[src/rtl/cpu_controller.sv]
// Multicycle control FSM: drives PC clear/increment, latches the fetched word into IR,
// and decodes (state, IR) into data-memory, register-file and ALU strobes.
module cpu_controller #(
  parameter int OPW = 4,
  parameter int IRW = 16
) (
  input  logic           Clock,
  input  logic           Clr,
  input  logic [IRW-1:0] Instr,
  output logic           PC_clr,
  output logic           PC_up,
  output logic [IRW-1:0] IR_out,
  output logic [7:0]     D_addr,
  output logic           D_wr,
  output logic           RF_s,
  output logic [3:0]     RF_W_addr,
  output logic           RF_W_en,
  output logic [3:0]     RF_Ra_addr,
  output logic [3:0]     RF_Rb_addr,
  output logic [2:0]     ALU_s0,
  output logic           Halted,
  output logic [3:0]     State
);

  typedef enum logic [3:0] {
    S_INIT   = 4'd0,
    S_FETCH  = 4'd1,
    S_DECODE = 4'd2,
    S_NOOP   = 4'd3,
    S_LOAD_A = 4'd4,
    S_LOAD_B = 4'd5,
    S_STORE  = 4'd6,
    S_ADD    = 4'd7,
    S_SUB    = 4'd8,
    S_HALT   = 4'd9
  } state_t;

  localparam logic [OPW-1:0] OP_NOOP  = 4'b0000;
  localparam logic [OPW-1:0] OP_STORE = 4'b0001;
  localparam logic [OPW-1:0] OP_LOAD  = 4'b0010;
  localparam logic [OPW-1:0] OP_ADD   = 4'b0011;
  localparam logic [OPW-1:0] OP_SUB   = 4'b0100;
  localparam logic [OPW-1:0] OP_HALT  = 4'b0101;

  state_t         state_q, state_d;
  logic [IRW-1:0] ir_q, ir_d;
  logic [OPW-1:0] opcode;

  assign opcode = ir_q[IRW-1 -: OPW];

  // Clr is synchronous and wins over every state, HALT included.
  always_ff @(posedge Clock) begin
    // NOTE: sequential state uses non-blocking assignments so every register
    // samples pre-edge values regardless of process ordering.
    if (Clr) begin
      state_q <= S_INIT;
      ir_q    <= '0;
    end else begin
      state_q <= state_d;
      ir_q    <= ir_d;
    end
  end

  always_comb begin
    // NOTE: every combinational output gets a default first so no path
    // through the case statement can infer a latch.
    state_d    = S_INIT;
    ir_d       = ir_q;
    PC_clr     = 1'b0;
    PC_up      = 1'b0;
    D_addr     = '0;
    D_wr       = 1'b0;
    RF_s       = 1'b0;
    RF_W_addr  = '0;
    RF_W_en    = 1'b0;
    RF_Ra_addr = '0;
    RF_Rb_addr = '0;
    ALU_s0     = '0;
    Halted     = 1'b0;

    unique case (state_q)
      S_INIT: begin
        PC_clr  = 1'b1;
        state_d = S_FETCH;
      end
      S_FETCH: begin
        // PC advances on the same edge that captures Instr, so IR holds the old-PC word.
        PC_up   = 1'b1;
        ir_d    = Instr;
        state_d = S_DECODE;
      end
      S_DECODE: begin
        case (opcode)
          OP_STORE: state_d = S_STORE;
          OP_LOAD:  state_d = S_LOAD_A;
          OP_ADD:   state_d = S_ADD;
          OP_SUB:   state_d = S_SUB;
          OP_HALT:  state_d = S_HALT;
          OP_NOOP:  state_d = S_NOOP;
          default:  state_d = S_NOOP;
        endcase
      end
      S_NOOP: state_d = S_FETCH;
      S_LOAD_A, S_LOAD_B: begin
        // LOAD_A covers the memory read latency; only LOAD_B commits the write.
        D_addr    = ir_q[11:4];
        RF_s      = 1'b1;
        RF_W_addr = ir_q[3:0];
        RF_W_en   = (state_q == S_LOAD_B);
        state_d   = (state_q == S_LOAD_A) ? S_LOAD_B : S_FETCH;
      end
      S_STORE: begin
        D_addr     = ir_q[7:0];
        RF_Ra_addr = ir_q[11:8];
        D_wr       = 1'b1;
        state_d    = S_FETCH;
      end
      S_ADD, S_SUB: begin
        RF_Ra_addr = ir_q[11:8];
        RF_Rb_addr = ir_q[7:4];
        RF_W_addr  = ir_q[3:0];
        RF_W_en    = 1'b1;
        ALU_s0     = (state_q == S_ADD) ? 3'd1 : 3'd2;
        state_d    = S_FETCH;
      end
      S_HALT: begin
        Halted  = 1'b1;
        state_d = S_HALT;
      end
      default: state_d = S_INIT;
    endcase
  end

  assign IR_out = ir_q;
  assign State  = state_q;

endmodule

[config.mk]
export PLATFORM = sky130hd
export DESIGN_NAME = cpu_controller
export DESIGN_NICKNAME = d
export VERILOG_FILES = /design/src/rtl/cpu_controller.sv
export SDC_FILE = /design/constraint.sdc
export NUM_CORES = 1
export LEC_CHECK = 0
export ABC_CLOCK_PERIOD_IN_PS = 1900
export CAP_MARGIN = 10
export CORE_UTILIZATION = 54
export CTS_CLUSTER_SIZE = 16
export DETAILED_ROUTE_END_ITERATION = 16
export DONT_BUFFER_PORTS = 1
export PLACE_DENSITY = 0.75
export SYNTH_ARGS = -nofsm -noshare
export SYNTH_HDL_FRONTEND = slang
export SYNTH_SLANG_ARGS = --single-unit
[constraint.sdc]
create_clock -name Clock -period 1.9 [get_ports Clock]
set_clock_uncertainty 0.2 [all_clocks]
set_input_delay 0.38 -clock Clock [delete_from_list [all_inputs] [get_ports Clock]]
set_output_delay 0.38 -clock Clock [all_outputs]
set_load 0.01 [all_outputs]
---- Word level (Yosys, flattened, before mapping) ----
Index checks and enable logic that the tools add are counted.
word-level totals
  output and inout bits ................... 49
  register bits after elaboration ......... 20
  logic and storage cells ................. 37
operators by class
  mux-type cells .......................... 15
  equal/unequal tests ..................... 14
  reductions and logical operators ........ 6
operators with widths
  kind                count
  $pmux 4 s5          2
  $eq 4x3->1 const B  6
  $eq 4x2->1 const B  4
  $pmux 8 s2          1
  $mux 4              3
  $eq 4x1->1 const B  2
  $eq 4x4->1 const B  2
  $mux 1              5
  $reduce_or 5->1     1
  $logic_not 4->1     1
  $mux 2              2
  $reduce_or 2->1     2
  $reduce_or 4->1     1
  $mux 3              1
  $reduce_or 3->1     1
  $pmux 1 s2          1

---- Depth between registers and ports, before layout ----
  depth in word-level cells ............... 3
  gate-level depth with buffers ........... 7
  mapped depth without buffers ............ 4

---- Worst setup path before layout ----
Ideal clock, no wire load.
  kind .................................... flip-flop to output port
  start point ............................. register state_q[1], in the netlist State[1]
  end point ............................... output RF_Ra_addr[0]
  data required time ...................... 1.320 ns
  arrival time ............................ 1.497 ns
  path slack .............................. -0.177 ns
  buffers on the path ..................... 1
  stages on the path, launching flop included .. 5
  cell sequence ........................... dfxtp_1 buf_6 or4b_2 o21ai_0 and2_1
between the ends
  cells in the longest elaborated chain, start to end .. 3
RTL lines
  item                                      line  RTL
  start: declaration                        45    state_t state_q, state_d;
  start signal: assignment                  59    state_q <= state_d;
  $eq 4x3->1 or $eq 4x4->1 (tied branches)  81    unique case (state_q)
  $reduce_or 3->1 (no line) *               --
  $mux 4 *                                  81
  end: declaration                          18    output logic [3:0] RF_Ra_addr,
Every way passes the cells marked *; elsewhere a longest branch is shown, timed or not.

---- Worst setup path in the final report ----
Ends and elaborated chain as after synthesis.

==> impl_metrics.ini <==
[synthesis]
yosys-top-cells-area = dfxtp_1 37%, nand2_1 11%, a21oi_1 7.5%
syn_area_um2 = 1070
syn_nets = 155
synth_cells = 137
avgSynthCellArea_um2 = 7.82
ys_types = 29
synth-seq-area-share = 0.374
netlist.area_leader.share = 0.374
ys_seq_elements = 20
synth_top_area_cell = dfxtp_1
ys_warn_count = 0

[worst_setup_path]
path_delay_family = simple AND/OR/NAND/NOR gates
slowest_delay_ps = 570
crit_chain = or4b_4 > o21ai_4 > and2_4
cp_max_fo = 4
end_kind = output port
critPathKind = reg2out
worstPathRequired_ps = 1320
start_kind = flip-flop
crit_path_top_delay_cell = or4b_4
path_buf_inv = 0
critPathArrivalTime_ps = 1580

[cts]
clk_pin_slew_ps = 110
cts-root-buf = clkbuf_4
cts_tree = done
cts_buffers = 3
cts_sinks = 20
clockBufferDepth = 2
htree_levels = 1
clock_latency_ps = 300

[worst_hold_path]
min_path_type = in2reg

[floorplan]
core_um2 = 1780
ios = 67
dieArea_um2 = 2170
rows = 15
die_h_um = 46.5
die_x_um = 46.5
initial_core_util = 0.601

[global_route]
grt_usage = 0.289
antenna_found_initial = 0
grt_pass1_vias = 980
grt_max_degree = 18
grt_overflow = 0
grt_pass1_wl_um = 4420

[place]
hpwl_um = 1960
placed_area_um2 = 1160
io_buffers = 0
gpl.final_weighted_congestion = 0.809

[final_layout]
final_layout_size_suffix_gt1_frac = 0.420
final_util = 0.806
nFillCells = 116
area_growth_pct = 34.1
final_nets = 170
multi_input_area_um2 = 764
regArea_um2 = 410
fin_area_um2 = 1440
n_antenna_cell = 0

[timing]
drv_slew = 0
final.setup.tns_ps = -5130
period_minus_slack_ps = 2160
finalCritPeriodShare = 1.14
setup_slack_ps = -257
hold_violations = 0
tightestPinTransition_ps = 656
timing.fmax_ghz = 0.464
hold_ws_ps = 4.76
setup_viol = 40
grt_setup_unrepaired = yes
relSlewSlack = 0.561

[power]
p_leak_nw = 0.585
internal_power_w = 0.000656
p_sw_w = 0.000386
seq_power_share = 0.522
swShare = 0.370
vdd_drop_max_uv = 614
comb_power_share = 0.286
p_per_area_nw_per_um2 = 725
clockPowerShare = 0.192

[routing]
drt_iter0_drc = 24
wirelength_um = 3450
post_drt_wl_per_cell_um = 19.7
ant_nets = 0
dr.pass1.iters = 4
drcViolationCount = 0
vias = 1083
vias_per_cell = 6.19

[status]
violations = negative setup slack
status = complete, but fails checks

[job]
cap_viol_max_count = 0
-- registers in the layout, summed over array words and instances (netlist names) --
register	count
State	4
IR_out	16
-- stage by stage --
step | std cells | power (W) | worst slack, ps
finish | 175 | 0.00104 | -257
detailed placement | 161 | 0.000755 | 61.2
floorplan | 137 | 0.000724 | 0.356
global route | 175 | 0.00108 | -287
global placement | 161 | 0.000747 | 87.8
CTS | 174 | 0.00101 | -232
-- kinds of logic after synthesis --
| family | count (synthesis) | synth area share |
|---|---|---|
| buf+inv | 14 | 0.0853 |
| compound gates | 36 | 0.220 |
| simple gates | 66 | 0.318 |
| other cells | 1 | 0.00350 |
| flops | 20 | 0.374 |
-- repair_timing --
action | CTS | global route
hold buffers | 1 | 0
gates cloned | 1 | 0
buffers inserted | 8 | 1
endpoints found under the setup margin | 25 | 43
pin swaps | 15 | 5
resized for setup | 30 | 8
hold endpoints to repair | 16 | 0
-- power groups by stage --
stage | clock network, W | logic, W | registers, W
after global routing | 0.000209 | 0.000322 | 0.000551
after detailed placement | 0 | 0.000213 | 0.000542
after global placement | 0 | 0.000208 | 0.000539
final | 0.000200 | 0.000298 | 0.000543
after CTS | 0.000198 | 0.000277 | 0.000534
after floorplan | 0 | 0.000196 | 0.000528
-- layer usage --
| layer | track usage | up-vias | share of wire |
|---|---|---|---|
| met1 | 0.356 | 512 | 0.42 |
| met5 | 0 | - | 0 |
| met2 | 0.450 | 70 | 0.47 |
| met4 | 0.153 | 0 | 0.018 |
| li1 | - | 491 | - |
| met3 | 0.0824 | 10 | 0.089 |
-- worst register-to-register path: stages (launching register included) --
cell,delay [ps]
dfxtp_4,380
buf_4,140
or4b_4,570
buf_4,180
buf_4,190
nand2_1,100
a21oi_1,70
-- cell usage in the layout (no fill, tap or decap), types with 2 or more instances in the layout --
| cell | netlist | routed |
|---|---|---|
| nand2_1 | 32 | 32 |
| dfxtp_1 | 20 | 16 |
| a21oi_1 | 16 | 15 |
| and2_4 | 0 | 12 |
| buf_4 | 1 | 11 |
| a22o_4 | 0 | 7 |
| buf_6 | 2 | 7 |
| nor3_1 | 4 | 4 |
| o21a_1 | 4 | 4 |
| nor2_1 | 4 | 3 |
| clkbuf_4 | 0 | 3 |
| dfxtp_2 | 0 | 2 |
| dfxtp_4 | 0 | 2 |
| or4b_4 | 0 | 2 |
| inv_1 | 3 | 2 |
| a21oi_2 | 2 | 2 |
| nand2b_1 | 3 | 2 |
| o21ai_0 | 4 | 2 |
-- path summary, 6_finish.rpt --
check | startpoint | to | slack [ps] | depth (start not counted)
setup / recovery | State[1] | RF_Ra_addr[0] | -260 | 3
hold / removal | Instr[14] | IR_out[14] | 5 | 2
setup reg to reg | State[1] | IR_out[9] | -70 | 6
hold reg to reg | IR_out[15] | IR_out[15] | 340 | 2
-- synth_stat cells (all sizes together) --
| library cell | count |
|---|---|
| o311a | 1 |
| o31ai | 1 |
| buf | 8 |
| nor4 | 2 |
| or4b | 3 |
| conb | 1 |
| and2 | 12 |
| dfxtp | 20 |
| nand2b | 3 |
| and3b | 2 |
| or3b | 1 |
| a21oi | 18 |
| clkinv | 1 |
| nor3 | 5 |
| nor2 | 4 |
| a22o | 8 |
| inv | 3 |
| nand2 | 32 |
| o21a | 4 |
| o21ai | 4 |
| nor2b | 2 |
| clkbuf | 2 |
-- layout make-up --
type	instances	area share
multi-input combinational	103	0.532
sequential	20	0.286
timing repair buffer	19	0.119
tap	25	0.0218
inverter	4	0.0192
clock buffer	3	0.0157
timing repair inverter	1	0.00610
(Power assumes the default switching activity.)
==> patch (config.mk and constraints unchanged) <==
Register the inputs `Clr` and `Instr` before use. The logic sees them one clock later.
--- a/src/rtl/cpu_controller.sv
+++ b/src/rtl/cpu_controller.sv
@@ -42,6 +42,14 @@
   localparam logic [OPW-1:0] OP_SUB   = 4'b0100;
   localparam logic [OPW-1:0] OP_HALT  = 4'b0101;
 
+  logic Clr_q;
+  logic [IRW-1:0] Instr_q;
+
+  always_ff @(posedge Clock) begin
+    Clr_q   <= Clr;
+    Instr_q <= Instr;
+  end
+
   state_t         state_q, state_d;
   logic [IRW-1:0] ir_q, ir_d;
   logic [OPW-1:0] opcode;
@@ -52,7 +60,7 @@
   always_ff @(posedge Clock) begin
     // NOTE: sequential state uses non-blocking assignments so every register
     // samples pre-edge values regardless of process ordering.
-    if (Clr) begin
+    if (Clr_q) begin
       state_q <= S_INIT;
       ir_q    <= '0;
     end else begin
@@ -86,7 +94,7 @@
       S_FETCH: begin
         // PC advances on the same edge that captures Instr, so IR holds the old-PC word.
         PC_up   = 1'b1;
-        ir_d    = Instr;
+        ir_d    = Instr_q;
         state_d = S_DECODE;
       end
       S_DECODE: begin
Behaviour: not the same (Yosys sat finds a counterexample within 4 cycles, from zero or initial values).
==> patch against the original RTL <==
Sequential cell count up 17. Critical path type unchanged. Total power up 73%. Routed wire length rose by 6.7%. Die area is 30% higher. Sequential power rose by 71%. Core utilization increased by 0.60 points. Synthesized area rose by 32%. Cell area rose by 40%. Setup slack got worse by 0.048 ns. The flow still finishes with violations (setup timing).
==> patch: results (changes against the original RTL) <==
| Metric | Value |
|---|---|
| Detailed Route Iter0 Violations | 12 (-50%) |
| Cell Area, Placed | 0.00151 mm² (+31%) |
| Worst setup margin | -0.305 ns (-0.0479 ns) |
| Clk buf depth | 2 (unchanged) |
| Number of antenna violations at the first check in global routing | 0 (unchanged) |
| Setup_tns | -5.26 ns (-0.127 ns) |
| HPWL Detailed | 2190 µm (+12%) |
| Synth area leaders | dfxtp_1 (52%), nand2_1 (8.5%), a21oi_1 (5.7%) |
| Setup violators final | 24 (-40%) |
| Post-synth top cells | dfxtp_1 (37), nand2_1 (32), a21oi_1 (16), and2_1 (12), a22o_1 (8) |
| Final nets | 205 (+21%) |
| Wirelength per Cell | 16.9 µm (-14%) |
| Buffers added on ports | 0 (unchanged) |
| Reg2Reg Depth | 4 (-2) |
| Fill count | 148 (+28%) |
| Worst-path fanout max | 4 (unchanged) |
| Share of cells above drive strength 1 | 0.367 (-0.0530) |
| Worst vdd ir | 0.000910 V (+48%) |
| Worst Hold Class | flop to flop |
| Synth Net Count | 172 (+11%) |
| Reg2Reg Setup Slack | 0.11 ns (+0.18 ns) |
| Clock buffers created by TritonCTS | 5 (+2) |
| Hold Crit Start | Instr_q[2]$_DFF_P_ |
| Total GRT Usage | 0.270 (-0.0194) |
| Via count | 1231 (+14%) |
| First-pass GRT wire length | 5190 µm (+17%) |
| CTS H-tree depth | 2 (+1) |
| Seq/Total Area, Yosys | 0.525 (+0.151) |
| RePlAce Congestion | 0.774 (-4.4%) |
| CP endpoint | RF_Rb_addr[1] |
| Run status | finished with violations |
| Worst-Skew Late Latency | 0.35 ns (+0.05 ns) |
| Largest net degree at the start of global routing | 19 (+1) |
| Leak | 0.830 nW (+42%) |
| Netlist cell types | 29 (unchanged) |
| Reg-to-reg critical path endpoint | State[2]$_SDFF_PP0_ |
| WHS Endpoint | IR_out[2]$_SDFFE_PP0P_ |
| Failing checks | setup timing |
| YS warnings | 0 (unchanged) |
| Worst EP arrival | 1.63 ns (+0.05 ns) |
| Pre-CTS setup slack | 0.0638 ns (+0.00254 ns) |
| FF-to-FF Start | State[0]$_SDFF_PP0_ |
## patch: changes by cell type after synthesis, sizes merged
cell and delta:
dfxtp +17
## patch: power breakdown
group,switching (W),internal [W],leakage [nW],total (W)
logic,0.000174,0.000143,0.479,0.000316
registers,0.0000918,0.000839,0.309,0.000931
clock network,0.000272,0.000279,0.0414,0.000550
## patch: cells by family after synthesis
| logic type | share of synthesized area |
|---|---|
| other cells | 0.00266 |
| flops | 0.525 |
| compound gates | 0.167 |
| buf+inv | 0.0647 |
| simple gates | 0.241 |
## patch: final cells by class
| cell class | instances | area [µm²] | area share |
|---|---|---|---|
| Multi-Input combinational cell | 103 | 769 | 0.383 |
| Sequential cell | 37 | 748 | 0.372 |
| Clock inverter | 3 | 46.3 | 0.0230 |
| Inverter | 4 | 23.8 | 0.0118 |
| Tap cell | 30 | 37.5 | 0.0187 |
| Clock buffer | 5 | 37.5 | 0.0187 |
| Timing Repair Buffer | 36 | 348 | 0.173 |
## patch: metrics by stage
stage | std cells | hold WS, ns
finish | 218 | 0.222
global route | 218 | 0.248
CTS | 217 | 0.224
detailed placement | 184 | 0.208
global placement | 184 | 0.208
floorplan | 154 | 0.208
## patch: what timing repair did
action,4_1_cts,5_1_grt
pin swaps,14,2
cloned,0,0
endpoints found under the setup margin,27,27
buffers inserted,8,2
hold buffers,17,0
endpoints found under the hold margin,17,0
resized for setup,25,11
## patch: worst max-delay path: stages (launching register included)
cell and delay [ns]:
dfxtp_4 0.38, or4b_4 0.57, o31ai_4 0.11, and2_4 0.23
## patch: layer usage
layer | vias to the layer above | global-route usage | routed length [µm]
met5 | - | 0 | 0
met4 | 0 | 0.114 | 101
met3 | 13 | 0.109 | 279
met2 | 58 | 0.458 | 1890
met1 | 575 | 0.294 | 1420
li1 | 585 | - | -
